[config.mk]
export PLATFORM = sky130hd
export DESIGN_NAME = sseg_scan_ctrl
export DESIGN_NICKNAME = d
export VERILOG_FILES = /design/src/rtl/sseg_scan_ctrl.sv
export SDC_FILE = /design/constraint.sdc
export NUM_CORES = 1
export LEC_CHECK = 0
export ABC_AREA = 1
export ABC_CLOCK_PERIOD_IN_PS = 3300
export BUFFER_PORTS_ARGS = -buffer_cell sky130_fd_sc_hd__buf_2
export CORE_MARGIN = 1.5
export CORE_UTILIZATION = 64
export DETAILED_ROUTE_END_ITERATION = 7
export PLACE_DENSITY = 0.84
export SLEW_MARGIN = 10
export SYNTH_ARGS = -nofsm -noshare
export SYNTH_HDL_FRONTEND = slang
export SYNTH_SLANG_ARGS = --single-unit
[constraint.sdc]
create_clock -name clk -period 3.3 [get_ports clk]
set_input_delay 0.33 -clock clk [delete_from_list [all_inputs] [get_ports clk]]
set_output_delay 0.33 -clock clk [all_outputs]
set_load 0.1 [all_outputs]
[src/rtl/sseg_scan_ctrl.sv]
// Four-digit seven-segment scan controller: shadow/active digit registers,
// blanked time-multiplexed anodes, PWM brightness, per-digit blink.
//
// state | meaning
// IDLE  | scanning stopped, display dark, counters at 0
// BLANK | start of a digit slot, all anodes off (anti-ghosting)
// ON    | remainder of the slot, current digit driven when lit
module sseg_scan_ctrl #(
   parameter int DIV_W        = 15,
   parameter int BLANK_CYCLES = 256,
   parameter int BLINK_W      = 6
) (
   input  logic       clk,
   input  logic       reset,
   input  logic       enable,
   input  logic       wr_valid,
   output logic       wr_ready,
   input  logic [1:0] wr_addr,
   input  logic [5:0] wr_data,
   input  logic       commit,
   input  logic [3:0] bright,
   input  logic [3:0] blink_en,
   output logic [3:0] an,
   output logic [6:0] sseg,
   output logic       dp,
   output logic       frame_tick
);

   typedef enum logic [1:0] {IDLE, BLANK, ON} state_t;

   localparam logic [DIV_W-1:0] BLANK_LAST = DIV_W'(BLANK_CYCLES - 1);
   localparam logic [5:0]       DIGIT_RST  = 6'b010000;

   state_t               state, state_nx;
   logic [DIV_W-1:0]     slot_cnt;
   logic [1:0]           digit;
   logic [BLINK_W-1:0]   frame_cnt;
   logic [5:0]           shadow [4];
   logic [5:0]           active [4];
   logic                 commit_pend;
   logic                 slot_end, frame_end, wr_fire, apply_commit, lit;
   logic [5:0]           cur;
   logic [6:0]           seg_dec;

   assign wr_ready     = ~commit_pend;
   assign wr_fire      = wr_valid & ~commit_pend;
   assign slot_end     = (state != IDLE) && (slot_cnt == '1);
   assign frame_end    = slot_end && (digit == 2'd3);
   // With the display stopped there is no frame boundary to wait for.
   assign apply_commit = commit_pend & (enable ? frame_end : 1'b1);
   assign cur          = active[digit];

   always_comb begin
      state_nx = state;
      if (!enable) begin
         state_nx = IDLE;
      end else begin
         case (state)
            IDLE:    state_nx = BLANK;
            BLANK:   if (slot_cnt == BLANK_LAST) state_nx = ON;
            ON:      if (slot_cnt == '1) state_nx = BLANK;
            default: state_nx = IDLE;
         endcase
      end
   end

   always_comb begin
      lit = enable && (state == ON) && !cur[4] && (slot_cnt[3:0] <= bright)
            && !(blink_en[digit] && frame_cnt[BLINK_W-1]);
   end

   always_comb begin
      seg_dec = 7'h7F;
      case (cur[3:0])
         4'h0: seg_dec = 7'h40;
         4'h1: seg_dec = 7'h79;
         4'h2: seg_dec = 7'h24;
         4'h3: seg_dec = 7'h30;
         4'h4: seg_dec = 7'h19;
         4'h5: seg_dec = 7'h12;
         4'h6: seg_dec = 7'h02;
         4'h7: seg_dec = 7'h78;
         4'h8: seg_dec = 7'h00;
         4'h9: seg_dec = 7'h10;
         4'hA: seg_dec = 7'h08;
         4'hB: seg_dec = 7'h03;
         4'hC: seg_dec = 7'h46;
         4'hD: seg_dec = 7'h21;
         4'hE: seg_dec = 7'h06;
         4'hF: seg_dec = 7'h0E;
         default: seg_dec = 7'h7F;
      endcase
   end

   always_ff @(posedge clk) begin
      if (reset) begin
         state       <= IDLE;
         slot_cnt    <= '0;
         digit       <= 2'd0;
         frame_cnt   <= '0;
         commit_pend <= 1'b0;
         for (int i = 0; i < 4; i++) begin
            shadow[i] <= DIGIT_RST;
            active[i] <= DIGIT_RST;
         end
         an          <= 4'hF;
         sseg        <= 7'h7F;
         dp          <= 1'b1;
         frame_tick  <= 1'b0;
      end else begin
         state <= state_nx;
         if (wr_fire) shadow[wr_addr] <= wr_data;
         if (commit && !commit_pend) commit_pend <= 1'b1;
         // Write and commit in one cycle: the write lands first, so the
         // copy (always at a later edge) picks it up.
         if (apply_commit) begin
            commit_pend <= 1'b0;
            for (int i = 0; i < 4; i++) active[i] <= shadow[i];
         end
         if (!enable) begin
            slot_cnt  <= '0;
            digit     <= 2'd0;
            frame_cnt <= '0;
         end else if (state != IDLE) begin
            slot_cnt <= slot_cnt + DIV_W'(1);
            if (slot_end)  digit     <= digit + 2'd1;
            if (frame_end) frame_cnt <= frame_cnt + BLINK_W'(1);
         end
         an         <= lit ? ~(4'b0001 << digit) : 4'hF;
         sseg       <= lit ? seg_dec : 7'h7F;
         dp         <= lit ? ~cur[5] : 1'b1;
         frame_tick <= enable & frame_end;
      end
   end

endmodule

After elaboration in Yosys (flattened, before gate mapping) --
Memory sizes are Yosys's and may differ from the RTL's. A register that Yosys moved wholly into a read port is not among the register bits. Index checks and enable logic that the tools add are counted.
Operators by class: multiplexer cells 23, reduce and logical (&&, ||, !) cells 20, equal/unequal tests 7, shift-type cells 1, order comparisons 2, bitwise logic cells 12, add/sub/neg operators 3
Operators by type and width (count):
- $mux 6 | 5
- $add 15x1->15 const B | 1
- $eq 15x15->1 const B | 1
- $eq 15x8->1 const B | 1
- $mux 1 | 11
- $mux 2 | 5
- $logic_and 1x1->1 | 8
- $add 6x1->6 const B | 1
- $pmux 2 s3 | 1
- $reduce_and 2->1 | 3
- $reduce_or 2->1 | 3
- $reduce_or 6->1 | 1
- $eq 2x2->1 const B | 2
- $le 4x4->1 | 1
- $ne 2x2->1 const B | 2
- $not 1->1 | 4
- $not 4->4 | 1
- $or 1x1->1 | 4
- $shl 1x2->4 const A | 1
- $and 1x1->1 | 3
- $logic_not 1->1 | 3
- $lt 2x3->1 const B | 1
- $add 2x1->2 const B | 1
- $bmux 1 s2 | 1
- other kinds (3) | 3
Storage, ports and cells: register bits 32, RAM bits 48, memories 3, ROM bits 112
Memory list:
- (name not given) | depth 16, width 7, rd ports 1, clocked after memory_dff 1, wr ports 0, RTL line 74 | case (cur[3:0])
- active | depth 4, width 6, rd ports 1, clocked after memory_dff 1, wr ports 4, RTL line 39 | logic [5:0] active [4];
- shadow | depth 4, width 6, rd ports 4, clocked after memory_dff 0, wr ports 4, RTL line 38 | logic [5:0] shadow [4];

Depth between registers and ports, before layout --
depth after elaboration 9, gate-level depth with buffers 11, gate-level depth less buffers 10

Worst setup path after synthesis --
OpenSTA, ideal clock, no wires.
path kind flip-flop to flip-flop, start register slot_cnt[1], end memory active[0][0], enable pin, setup slack 1262 ps, arrival 1657 ps, required time 2918 ps, setup time 382 ps, stages on the path, launching flop included 10, path through dfxtp_1 ha_1 inv_2 nor2_2 nand2_1 nor2_2 nand3_2 nand2_2 nand2_1 nand2_1
RTL lines:
- start: declaration | RTL line 35 | logic [DIV_W-1:0] slot_cnt;
- start signal: assignment | RTL line 125 | slot_cnt <= slot_cnt + DIV_W'(1);
- end: declaration | RTL line 39

==> impl_metrics.py <==
metrics = {
    "run_status": {
        "status": "finished clean",
    },
    "critical_path": {
        "max_stage_delay_ps": 450,
        "critPathKind": "flop to flop",
        "critPathTopFamily": "simple AND/OR/NAND/NOR gates",
        "path_max_fanout": 20,
        "reg2regPathDepth": 9,
        "critPathLaunch": "slot_cnt[0]",
        "r2r_end": "active[0][3]",
        "cpMostUsedCell": "nor2_2",
        "rrSetupSlack_ps": 1200,
        "r2r_start": "slot_cnt[0]",
        "cp-end-kind": "flop",
        "cp.arrival_ps": 2290,
        "crit_chain": "ha_1 -> inv_2 -> nor2_2 -> nand2_1 -> nor2_2 -> nand3_2 -> nand2_2 -> nand3_2 -> nor2_2",
        "cp_num_buf_inv": 1,
        "path_depth": 9,
        "critPathLaunchType": "flop",
        "required_ps": 3490,
        "endpoint": "active[0][3]",
        "slowest_stage": "nand3_2",
    },
    "power": {
        "p_comb_share_pct": 6.5,
        "intPower_mw": 1.595,
        "p_seq_share_pct": 57.6,
        "peakVddDrop_uv": 402.5,
        "p_sw_mw": 0.5073,
        "clkPwrFrac_pct": 35.9,
        "leakage_nw": 1.900,
        "powerDensity_nw_per_um2": 450.7,
        "switching_share_pct": 24.13,
    },
    "synthesis": {
        "syn_nets": 518,
        "ys_ff_latch": 89,
        "netlist_area_um2": 4268,
        "syn_inst": 481,
        "synth_edf_count": 48,
        "syn_avg_cell_area_um2": 8.873,
        "synth-seq-area-share_pct": 53.00,
        "synth-main-ff-cell": "edfxtp_1",
        "ys_warn_count": 0,
        "synthArstFlopShare_pct": 0,
        "post_synth_num_cell_types": 32,
    },
    "sta": {
        "hold_viol": 0,
        "finalClockSkew_ps": 11.89,
        "period_share_pct": 63.55,
        "fmaxAchievable_mhz": 476.9,
        "rsz0062_at_grt": "false",
        "fin_ws_ps": 1203,
        "worstMarginPinSlew_ps": 582.5,
        "relSlewSlack_pct": 61.12,
        "setup_viol": 0,
        "tns_ps": 0,
        "drv_slew": 0,
        "fin_crit_ps": 2097,
    },
    "hold_path": {
        "hold_path_class": "input port to flop",
    },
    "clock_tree": {
        "post_cts_buffers": 0,
        "cts_htree_levels": 3,
        "holdBufCountCts": 0,
        "ctsResizeCount": 0,
        "cts_root_buf": "clkbuf_8",
        "cts.path.max_buffers": 2,
        "cts_made_buffers": 9,
        "cts_sinks": 89,
        "insertion_delay_ps": 350,
        "clkTransAtPathRegs_ps": 90,
        "cts_tree": "built",
    },
    "place": {
        "hpwl_um": 5414,
        "gp_congestion": 0.8226,
        "dpl_worst_slack_ps": 1229,
        "numPortBuffers": 34,
        "place_area_um2": 4464,
    },
    "cells_and_area": {
        "num_antenna_cells": 0,
        "finalInstanceArea_um2": 4664,
        "final_layout_size_suffix_gt1_share_pct": 21.99,
        "area_growth_syn_to_layout_pct": 9.293,
        "nets": 555,
    },
    "grt": {
        "track_usage_pct": 22.01,
        "grt_pass1_wl_um": 12480,
        "grt_max_degree": 26,
        "grt_overflow": 0,
        "first_global_vias": 2838,
        "antenna_found_initial": 0,
    },
    "die": {
        "die_area_um2": 7167,
        "die_w_um": 84.66,
        "core.rowCount": 29,
        "core_um2": 6386,
        "start_util_pct": 66.83,
        "ios": 35,
        "die_h_um": 84.66,
    },
    "routing": {
        "wirelength_um": 7257,
        "vias_per_cell": 5.072,
        "drt-wirelength-per-cell_um": 12.10,
        "drt_iter0_drc": 152,
        "drc": 0,
        "firstDrtPassIters": 4,
        "postRouteAntennaNets": 0,
        "via_count": 3043,
    },
    "run": {
        "maxCapViolations": 0,
    },
}
cell usage after synthesis (8+ instances only):
| library cell | count | area share, % |
|---|---|---|
| a21oi_1 | 24 | 2.8 |
| dfxtp_1 | 41 | 19 |
| edfxtp_1 | 48 | 34 |
| ha_1 | 16 | 4.7 |
| inv_1 | 67 | 5.9 |
| inv_2 | 8 | 0.70 |
| nand2_1 | 96 | 8.4 |
| nand2_2 | 13 | 1.9 |
| nand3_1 | 30 | 3.5 |
| nand3_2 | 9 | 2.1 |
| nand4_1 | 9 | 1.3 |
| nor2_1 | 43 | 3.8 |
| nor2_2 | 29 | 4.3 |
| o21ai_0 | 14 | 1.6 |
cells in the final DEF, fill, tap and decap left out, types with 8 or more instances in the layout:
| cell type | synthesis | final |
|---|---|---|
| nand2_1 | 96 | 96 |
| inv_1 | 67 | 67 |
| edfxtp_1 | 48 | 48 |
| nor2_1 | 43 | 43 |
| dfxtp_1 | 41 | 41 |
| buf_2 | 1 | 34 |
| nand3_1 | 30 | 30 |
| nor2_2 | 29 | 29 |
| a21oi_1 | 24 | 24 |
| ha_1 | 16 | 16 |
| o21ai_0 | 14 | 14 |
| nand2_2 | 13 | 13 |
| nand4_1 | 9 | 9 |
| nand3_2 | 9 | 9 |
| clkbuf_8 | 0 | 9 |
| inv_2 | 8 | 8 |
worst min path at each step:
stage	to	slack (ps)	start	cells past startpoint
after floorplan	slot_cnt[5]	440	slot_cnt[5]	2
after global placement	slot_cnt[5]	450	slot_cnt[5]	2
after detailed placement	slot_cnt[5]	460	slot_cnt[5]	2
after CTS	commit_pend	180	commit	3
after global routing	commit_pend	190	commit	3
final	commit_pend	200	commit	3
final cells by class:
class / instances / area [µm²]
Sequential cell: 89 / 2262
Clock inverter: 7 / 76.32
Timing Repair Buffer: 36 / 185.2
Tap cell: 77 / 96.34
Multi-Input combinational cell: 306 / 1635
Fill cell: 478 / 1722
Inverter: 76 / 285.3
Clock buffer: 9 / 123.9
power groups by stage:
stage	combinational, mW	clock, mW	sequential (mW)
finish	0.137	0.754	1.21
CTS	0.137	0.776	1.21
floorplan	0.0994	0	1.23
global placement	0.131	0	1.24
detailed placement	0.137	0	1.24
global route	0.155	0.817	1.21
per-stage QoR:
stage | total power, mW | utilization [%] | hold WS, ps | instances
after floorplan | 1.332 | - | 437.6 | 481
after detailed placement | 1.374 | 69.91 | 456.0 | 584
after global placement | 1.367 | 69.91 | 448.2 | 584
final | 2.102 | 73.04 | 195.3 | 600
after CTS | 2.125 | 73.04 | 179.3 | 600
after global routing | 2.187 | 73.04 | 189.6 | 600
layer usage:
metal | track usage [%] | vias to the layer above | wire length (µm)
li1 | - | 1611 | -
met1 | 28.17 | 1363 | 3272
met2 | 36.58 | 65 | 3579
met3 | 5.015 | 4 | 358
met4 | 8.504 | 0 | 46
met5 | 0 | - | 0
sequential cells by signal (all words and copies together) (netlist names), 2 cells and up, named ones only:
signal,count
sseg,7
state,2
frame_cnt,6
shadow,24
slot_cnt,15
active,24
digit,2
an,4
worst min-delay path: stages:
cell and delay (ps):
buf_2 80, nor2_1 30, nor2_1 80
cell families (layout without fill, tap and decap cells):
| family | after synthesis | count (layout) | share of synthesized area (%) |
|---|---|---|---|
| simple gates | 244 | 244 | 27.85 |
| flops | 89 | 89 | 53.00 |
| buf+inv | 86 | 128 | 8.677 |
| compound gates | 43 | 43 | 5.160 |
| fa+ha+maj | 16 | 16 | 4.691 |
| xor+xnor | 3 | 3 | 0.6158 |
No activity file was read; power rests on OpenSTA's default activity.
